<file path="src/rtl/seven_seg_pkg.sv">
// Shared types and constants for the seven-segment display update path.
package seven_seg_pkg;

  typedef logic [3:0] bcd_digit_t;

  localparam int NUM_DIGITS_DEF = 6;
  localparam int BCD_MAX        = 999_999;

  typedef enum logic [1:0] {
    IDLE,
    CONVERT,
    DONE,
    HOLD
  } ctrl_state_t;

endpackage

</file>
<file path="src/rtl/bcd_dabble_step.sv">
// One double-dabble correction step: every BCD nibble >= 5 gets +3 before the shift.
module bcd_dabble_step
  import seven_seg_pkg::*;
#(
  parameter int NUM_NIBBLES = NUM_DIGITS_DEF + 1
) (
  input  logic [NUM_NIBBLES*4-1:0] acc,
  output logic [NUM_NIBBLES*4-1:0] corrected
);

  always_comb begin
    corrected = acc;
    for (int unsigned i = 0; i < NUM_NIBBLES; i++) begin
      if (acc[i*4 +: 4] >= 4'd5) begin
        corrected[i*4 +: 4] = acc[i*4 +: 4] + 4'd3;
      end
    end
  end

endmodule

</file>
<file path="src/rtl/seg_display_update_ctrl.sv">
// Accepts binary values, converts them to BCD one bit per clock and publishes
// rate-limited digit/blank/overflow updates for the segment decoders.
module seg_display_update_ctrl
  import seven_seg_pkg::*;
#(
  parameter int DATA_W      = 20,
  parameter int NUM_DIGITS  = NUM_DIGITS_DEF,
  parameter int HOLD_CYCLES = 5_000_000
) (
  input  logic                              clk,
  input  logic                              reset_n,
  input  logic                              in_valid,
  input  logic [DATA_W-1:0]                 in_data,
  output logic                              in_ready,
  input  logic                              blank_lz_en,
  output bcd_digit_t [NUM_DIGITS-1:0]       digits,
  output logic [NUM_DIGITS-1:0]             digit_blank,
  output logic                              overflow,
  output logic                              update_strobe,
  output logic                              busy
);

  localparam int ACC_W  = (NUM_DIGITS + 1) * 4;
  localparam int CNT_W  = $clog2(DATA_W + 1);
  localparam int HOLD_W = (HOLD_CYCLES > 0) ? $clog2(HOLD_CYCLES + 1) : 1;

  ctrl_state_t state, state_next;

  logic [DATA_W-1:0]        bin;
  logic [ACC_W-1:0]         acc;
  logic [ACC_W-1:0]         corrected;
  logic [ACC_W+DATA_W-1:0]  shifted;
  logic [CNT_W-1:0]         bit_cnt;
  logic [HOLD_W-1:0]        hold_cnt;
  logic                     blank_lz;

  bcd_digit_t [NUM_DIGITS-1:0] res_digits;
  logic [NUM_DIGITS-1:0]       res_blank;
  logic                        res_ovf;
  logic                        all_zero;
  int unsigned                 idx;

  bcd_dabble_step #(
    .NUM_NIBBLES(NUM_DIGITS + 1)
  ) u_step (
    .acc      (acc),
    .corrected(corrected)
  );

  assign shifted  = {corrected, bin} << 1;
  assign in_ready = (state == IDLE);
  assign busy     = (state == CONVERT) || (state == HOLD);

  always_comb begin
    state_next = state;
    case (state)
      IDLE:    if (in_valid) state_next = CONVERT;
      CONVERT: if (bit_cnt == CNT_W'(1)) state_next = DONE;
      DONE:    state_next = (HOLD_CYCLES == 0) ? IDLE : HOLD;
      // HOLD leaves only after the counter has been observed at zero
      HOLD:    if (hold_cnt == '0) state_next = IDLE;
      default: state_next = IDLE;
    endcase
  end

  // Result formatting from the finished accumulator, scanning MSD downwards for blanking
  always_comb begin
    res_ovf   = (acc[ACC_W-1 -: 4] != 4'd0);
    res_blank = '0;
    all_zero  = 1'b1;
    idx       = 0;
    for (int unsigned i = 0; i < NUM_DIGITS; i++) begin
      res_digits[i] = res_ovf ? 4'd9 : acc[i*4 +: 4];
    end
    for (int unsigned k = 1; k < NUM_DIGITS; k++) begin
      idx            = NUM_DIGITS - k;
      all_zero       = all_zero & (acc[idx*4 +: 4] == 4'd0);
      res_blank[idx] = blank_lz & all_zero & ~res_ovf;
    end
  end

  always_ff @(posedge clk or negedge reset_n) begin
    if (!reset_n) begin
      state         <= IDLE;
      bin           <= '0;
      acc           <= '0;
      bit_cnt       <= '0;
      hold_cnt      <= '0;
      blank_lz      <= 1'b0;
      digits        <= '0;
      digit_blank   <= '0;
      overflow      <= 1'b0;
      update_strobe <= 1'b0;
    end else begin
      state         <= state_next;
      update_strobe <= 1'b0;
      case (state)
        IDLE: begin
          if (in_valid) begin
            bin      <= in_data;
            acc      <= '0;
            bit_cnt  <= CNT_W'(DATA_W);
            blank_lz <= blank_lz_en;
          end
        end
        CONVERT: begin
          {acc, bin} <= shifted;
          bit_cnt    <= bit_cnt - CNT_W'(1);
        end
        DONE: begin
          digits        <= res_digits;
          digit_blank   <= res_blank;
          overflow      <= res_ovf;
          update_strobe <= 1'b1;
          hold_cnt      <= HOLD_W'(HOLD_CYCLES);
        end
        HOLD: begin
          if (hold_cnt != '0) hold_cnt <= hold_cnt - HOLD_W'(1);
        end
        default: ;
      endcase
    end
  end

endmodule

</file>
<file path="config.mk">
export PLATFORM = sky130hd
export DESIGN_NAME = seg_display_update_ctrl
export DESIGN_NICKNAME = d
export VERILOG_FILES = /design/src/rtl/seven_seg_pkg.sv /design/src/rtl/bcd_dabble_step.sv /design/src/rtl/seg_display_update_ctrl.sv
export SDC_FILE = /design/constraint.sdc
export NUM_CORES = 1
export LEC_CHECK = 0
export ABC_AREA = 0
export BUFFER_PORTS_ARGS = -buffer_cell sky130_fd_sc_hd__buf_2
export CORE_MARGIN = 2
export CORE_UTILIZATION = 63
export DETAILED_ROUTE_END_ITERATION = 8
export PLACE_DENSITY = 0.85
export SLEW_MARGIN = 20
export SYNTH_ARGS = -nofsm -noshare
export SYNTH_HDL_FRONTEND = slang
export SYNTH_SLANG_ARGS = --single-unit
</file>
<file path="constraint.sdc">
create_clock -name clk -period 5 [get_ports clk]
set_clock_uncertainty 0.2 [all_clocks]
set_input_delay 0.75 -clock clk [delete_from_list [all_inputs] [get_ports clk]]
set_output_delay 0.75 -clock clk [all_outputs]
set_load 0.1 [all_outputs]
</file>
# Word-level counts from Yosys, hierarchy flattened
# Index checks and enable logic that the tools add are counted.
# totals
reg_bits	110
in_bits	24
latch_bits	0
mem_bits_ro	0
mem_count	0
ramBits	0
wordCells	96
out_inout_bits	34
# classes
addsub	9
n_eq_ne	8
div	0
mux	26
magnitude_cmp	7
bitwise_logic	15
mul	0
reduce_logical	16
shift	0
# op_table
cell	n
$pmux 28 s2	1
$mux 4	12
$pmux 23 s2	1
$pmux 20 s2	1
$ge 4x3->1 const B	7
$mux 28	1
$add 4x2->4 const B	6
$logic_not 23->1	1
$mux 23	1
$reduce_bool 23->1	1
$sub 23x1->23 const B	1
$logic_not 4->1	5
$mux 20	1
$and 1x1->1	14
$pmux 5 s2	1
$pmux 2 s4	1
$mux 2	3
$ne 2x1->1 const B	3
$reduce_and 2->1	3
$eq 5x1->1 const B	1
$mux 5	1
$sub 5x1->5 const B	1
$eq 2x2->1 const B	2
$reduce_bool 2->1	2
other kinds (10)	10

# Depth between registers and ports, before layout
# logic_depth
ltp_word	7
ltp_mapped	8
mapped_depth_nobuf	7

# Cells and area by module
# Synthesis repeated with hierarchy kept, for this count alone.
# unflattened
cells_unflattened	516
hier_area_um2	5456.5
# by_module_without_submodules
mod	instances	cells_per_inst	seq_area_each_um2	area_per_inst_um2
seg_display_update_ctrl	1	404	2752.6	4747.1
bcd_dabble_step	1	112	0.0	709.4

# Least setup slack after synthesis
# No wires, ideal clock.
# synth_path
path_type	reg-to-reg
startpoint	reg state[0]
endpoint	reg acc[11]
path_slack_ps	2071
setup_time_ps	122
arrival_ps	2608
synth_period_minus_slack_ps	2929
required_ps	4678
path_stages_with_launch	8
path_buffers	1
cell_sequence	dfrtp_1 inv_1 ha_1 nand2_1 o21ai_1 clkbuf_1 o31ai_1 a32o_1
# synth_via
elab_chain_cells	3
word_cells_on_any_way	6
classes_between	2 x eq/ne; 1 x mux; 3 x reduce/logical
# synth_rtl
element	line_no	source
start, declared	seg_display_update_ctrl.sv:27	ctrl_state_t state, state_next;
start signal, assigned	seg_display_update_ctrl.sv:95	state <= state_next;
$logic_not 2->1 *	n/a	
via in_ready	seg_display_update_ctrl.sv:14	output logic in_ready,
$ne 2x2->1 (no source line) or $reduce_bool 2->1 (tied branches)	n/a	
$reduce_and 2->1 (no source line)	n/a	
end signal, assigned	seg_display_update_ctrl.sv:107	{acc, bin} <= shifted;
end, declared	seg_display_update_ctrl.sv:30	logic [ACC_W-1:0] acc;
# The timed path passes the listed nets; every way through them passes the cells marked *.
# A chain may end at the register's enable or synchronous reset.

# Final worst setup path
# layout_path
startpoint	reg state[1]
endpoint	out busy
# layout_via
elab_chain_cells	2
word_cells_on_any_way	3
classes_between	2 x eq/ne; 1 x reduce/logical
# layout_rtl
element	line_no	source
$eq 2x1->1 or $eq 2x2->1 (tied branches)	seg_display_update_ctrl.sv:52	assign busy = (state == CONVERT) || (state == HOLD);
$logic_or 1x1->1 *	seg_display_update_ctrl.sv:52	
end, declared	seg_display_update_ctrl.sv:20	output logic busy
# Every way passes the cells marked *; elsewhere a longest branch is shown, timed or not.

==> results.py <==
metrics = {
    "sta": {
        "timing.final.crit_share_pct": 61.3,
        "rsz0062_at_grt": "false",
        "final-setup-viol-count": 0,
        "report.final.hold_viol_count": 0,
        "tightest_slew_ns": 1.04,
        "slew-limit-headroom_pct": 30.3,
        "fmax_ghz": 0.326,
        "drv_slew": 0,
        "tns_ns": 0,
        "finalWorstPathRequiredPeriod_ns": 3.06,
    },
    "die": {
        "num_rows": 33,
        "initial_core_util_pct": 65.4,
        "floorplan.die.width_um": 96.8,
        "fp.dieArea_sq_um": 9380,
        "floorplan_core_area_sq_um": 8300,
        "pin_count": 58,
        "die-height_um": 96.8,
    },
    "clock_network": {
        "numClockSinks": 110,
        "worstSkewPairLatency_ns": 0.38,
        "cts.reportedPaths.clkPinSlew_ns": 0.11,
        "number_of_clock_buffers_inserted_by_tritoncts": 9,
        "post_cts_hold_buffer_count": 0,
        "cts.repair_timing.setup_buffer_count": 0,
        "cts.htree.levels": 3,
        "cts.root.buffer_cell": "sky130_fd_sc_hd__clkbuf_8",
        "cts_repair_resize_count": 0,
        "tritoncts": "built",
        "max-clock-path-buffers": 2,
    },
    "global_route": {
        "grt_first_pass_wirelength_mm": 19.3,
        "initial_antenna_violation_count": 0,
        "maximum_number_of_pins_on_one_net_before_global_route_repair": 78,
        "gr-usage-all-layers_pct": 25.1,
        "gr-total-overflow": 0,
        "first_global_vias": 4045,
    },
    "flow_run": {
        "cap_viol_max_count": 0,
    },
    "synthesis": {
        "synth.area.top_cells": "sky130_fd_sc_hd__dfrtp_1, sky130_fd_sc_hd__ha_1, sky130_fd_sc_hd__o21ai_0",
        "syn-cell-area_sq_um": 5430,
        "yosysMostFrequentCell": "sky130_fd_sc_hd__dfrtp_1",
        "synth_edf_count": 0,
        "yosysWarningCount": 0,
        "synth_commonest_cells": "sky130_fd_sc_hd__dfrtp_1, sky130_fd_sc_hd__nand2_1, sky130_fd_sc_hd__o21ai_0, sky130_fd_sc_hd__inv_1, sky130_fd_sc_hd__nor2_1",
        "netlist-cell-type-count": 58,
        "synthesis.nets": 585,
        "postSynthAreaPerCell_sq_um": 10.1,
        "synth_top_area_share_pct": 50.7,
        "yosys.area.top_type": "sky130_fd_sc_hd__dfrtp_1",
        "instance_count_of_the_mapped_netlist": 535,
        "synth-seq-area-share_pct": 50.7,
        "yosys_most_used_dff": "sky130_fd_sc_hd__dfrtp_1",
        "async_set_or_reset_register_ratio_after_synthesis_pct": 100,
        "flop_and_latch_count_out_of_synthesis": 110,
    },
    "detailed_routing": {
        "viasPerCell": 5.98,
        "drtAntennaViolNets": 0,
        "remaining_drc_errors": 0,
        "detail_route.first_pass.iterations": 5,
        "drtIter0Drc": 174,
        "routed_wire_length_per_instance_um": 15.9,
        "routed-via-count": 4156,
        "detail_route.wirelength_mm": 11.1,
    },
    "critical_path": {
        "cp_data_arrival_time_ns": 2.11,
        "worst_setup_path_end_kind": "primary output",
        "crit_type": "flip-flop to primary output",
        "worst_reg2reg_setup_slack_ns": 2.15,
        "start_kind": "flip-flop",
        "crit_path_max_fanout": 23,
        "cp.required_ns": 4.05,
    },
    "cells_and_area": {
        "final.fill_count": 606,
        "design.final.nets": 635,
        "area_growth_syn_to_layout_pct": 10.5,
        "core_utilization_of_the_finished_layout_pct": 72.3,
        "final_cell_area_sq_um": 6000,
        "multi_input_area_sq_um": 2420,
        "final-seq-area_sq_um": 2750,
        "antennaDiodeCount": 0,
        "drive_above_1_share_pct": 15.8,
    },
    "run_status": {
        "outcome": "finished, final reports clean",
    },
    "power_and_ir_drop": {
        "ir_drop_uv": 152,
        "power.static_leakage_nw": 2.72,
        "p_total_mw": 1.52,
        "power.density_cell_area_nw_per_um2": 253,
    },
    "place": {
        "gp_congestion": 0.808,
        "port_buffers": 56,
        "placed_standard_cell_area_sq_um": 5780,
        "detailed_place_hpwl_mm": 7.47,
    },
    "min_path": {
        "holdCritPathClass": "flip-flop to flip-flop",
    },
}
-- critical path, stage by stage, from the launching register on --
cell                      delay [ns]
sky130_fd_sc_hd__dfrtp_1        0.42
sky130_fd_sc_hd__inv_1          0.11
sky130_fd_sc_hd__ha_1           0.15
sky130_fd_sc_hd__buf_4          0.32
sky130_fd_sc_hd__inv_1          0.19
sky130_fd_sc_hd__nand2_1        0.11
sky130_fd_sc_hd__buf_2          0.43
-- power breakdown --
group	internal (mW)	switching (mW)	total, mW
registers	0.896	0.00362	0.900
logic	0.0119	0.0270	0.0389
clock network	0.254	0.322	0.577
total	1.16	0.353	1.52
-- final timing paths --
path | start | endpoint | depth (start not counted)
min in group asynchronous | reset_n | hold_cnt[17] | 1
max in group asynchronous | reset_n | hold_cnt[22] | 2
worst min-delay path | hold_cnt[15] | hold_cnt[15] | 1
worst max register to register | acc[24] | digit_blank[1] | 7
worst min register to register | hold_cnt[15] | hold_cnt[15] | 1
worst max-delay path | state[1] | busy | 6
-- flip-flops by register name, summed over array words and instances (netlist names) --
signal,cells
state,2
blank_lz,1
digit_blank,5
hold_cnt,23
acc,28
bit_cnt,5
overflow,1
digits,24
bin,20
update_strobe,1
-- area by class of cell --
class / instances / area share [%]
Timing Repair Buffer: 62 / 5.47
Clock inverter: 6 / 1.29
Sequential cell: 110 / 45.9
Multi-Input combinational cell: 362 / 40.4
Tap cell: 105 / 2.19
Clock buffer: 10 / 2.30
Inverter: 40 / 2.50
-- metal layers --
layer,GRT usage [%],vias up,wire length [um]
met3,5.64,10,503
met5,0,-,0
li1,-,1985,-
met4,6.28,0,102
met2,43.4,94,5750
met1,32.2,2067,4720
-- through the flow --
step           worst slack [ns]  cells  hold WS, ns
5_1_grt                    1.82    695        0.322
3_5_place_dp               2.21    679        0.270
6_report                   1.94    695        0.288
2_1_floorplan              2.07    535        0.250
4_1_cts                    1.92    695        0.296
3_3_place_gp               2.35    679        0.261
-- kinds of logic after synthesis --
family                     after synthesis  share of synthesized area (%)
and+or+nand+nor                        153                           15.2
buffers and inverters                   63                           4.72
DFF                                    110                           50.7
other                                    1                         0.0691
adders and majority gates               26                           5.99
xor gates and xnor gates                15                           2.42
muxes                                   25                           4.63
AOI/OAI and AO/OA                      142                           16.3
-- cell usage in the layout (no fill, tap or decap), drive strengths merged, types with 5 or more instances in the layout --
| cell | netlist | layout |
|---|---|---|
| nor2 | 37 | 37 |
| nand2b | 10 | 10 |
| a21oi | 29 | 29 |
| inv | 40 | 43 |
| nor4 | 6 | 6 |
| o21ai | 51 | 51 |
| nand2 | 60 | 60 |
| ha | 26 | 26 |
| clkbuf | 17 | 10 |
| o22ai | 24 | 24 |
| o31ai | 7 | 7 |
| dfrtp | 110 | 110 |
| xnor2 | 12 | 12 |
| nand3 | 9 | 9 |
| nor3 | 7 | 7 |
| buf | 6 | 62 |
| mux2i | 24 | 24 |
| o22a | 5 | 5 |
| a32o | 7 | 7 |
| nor3b | 5 | 5 |
Power figures use the tool's default switching activity.
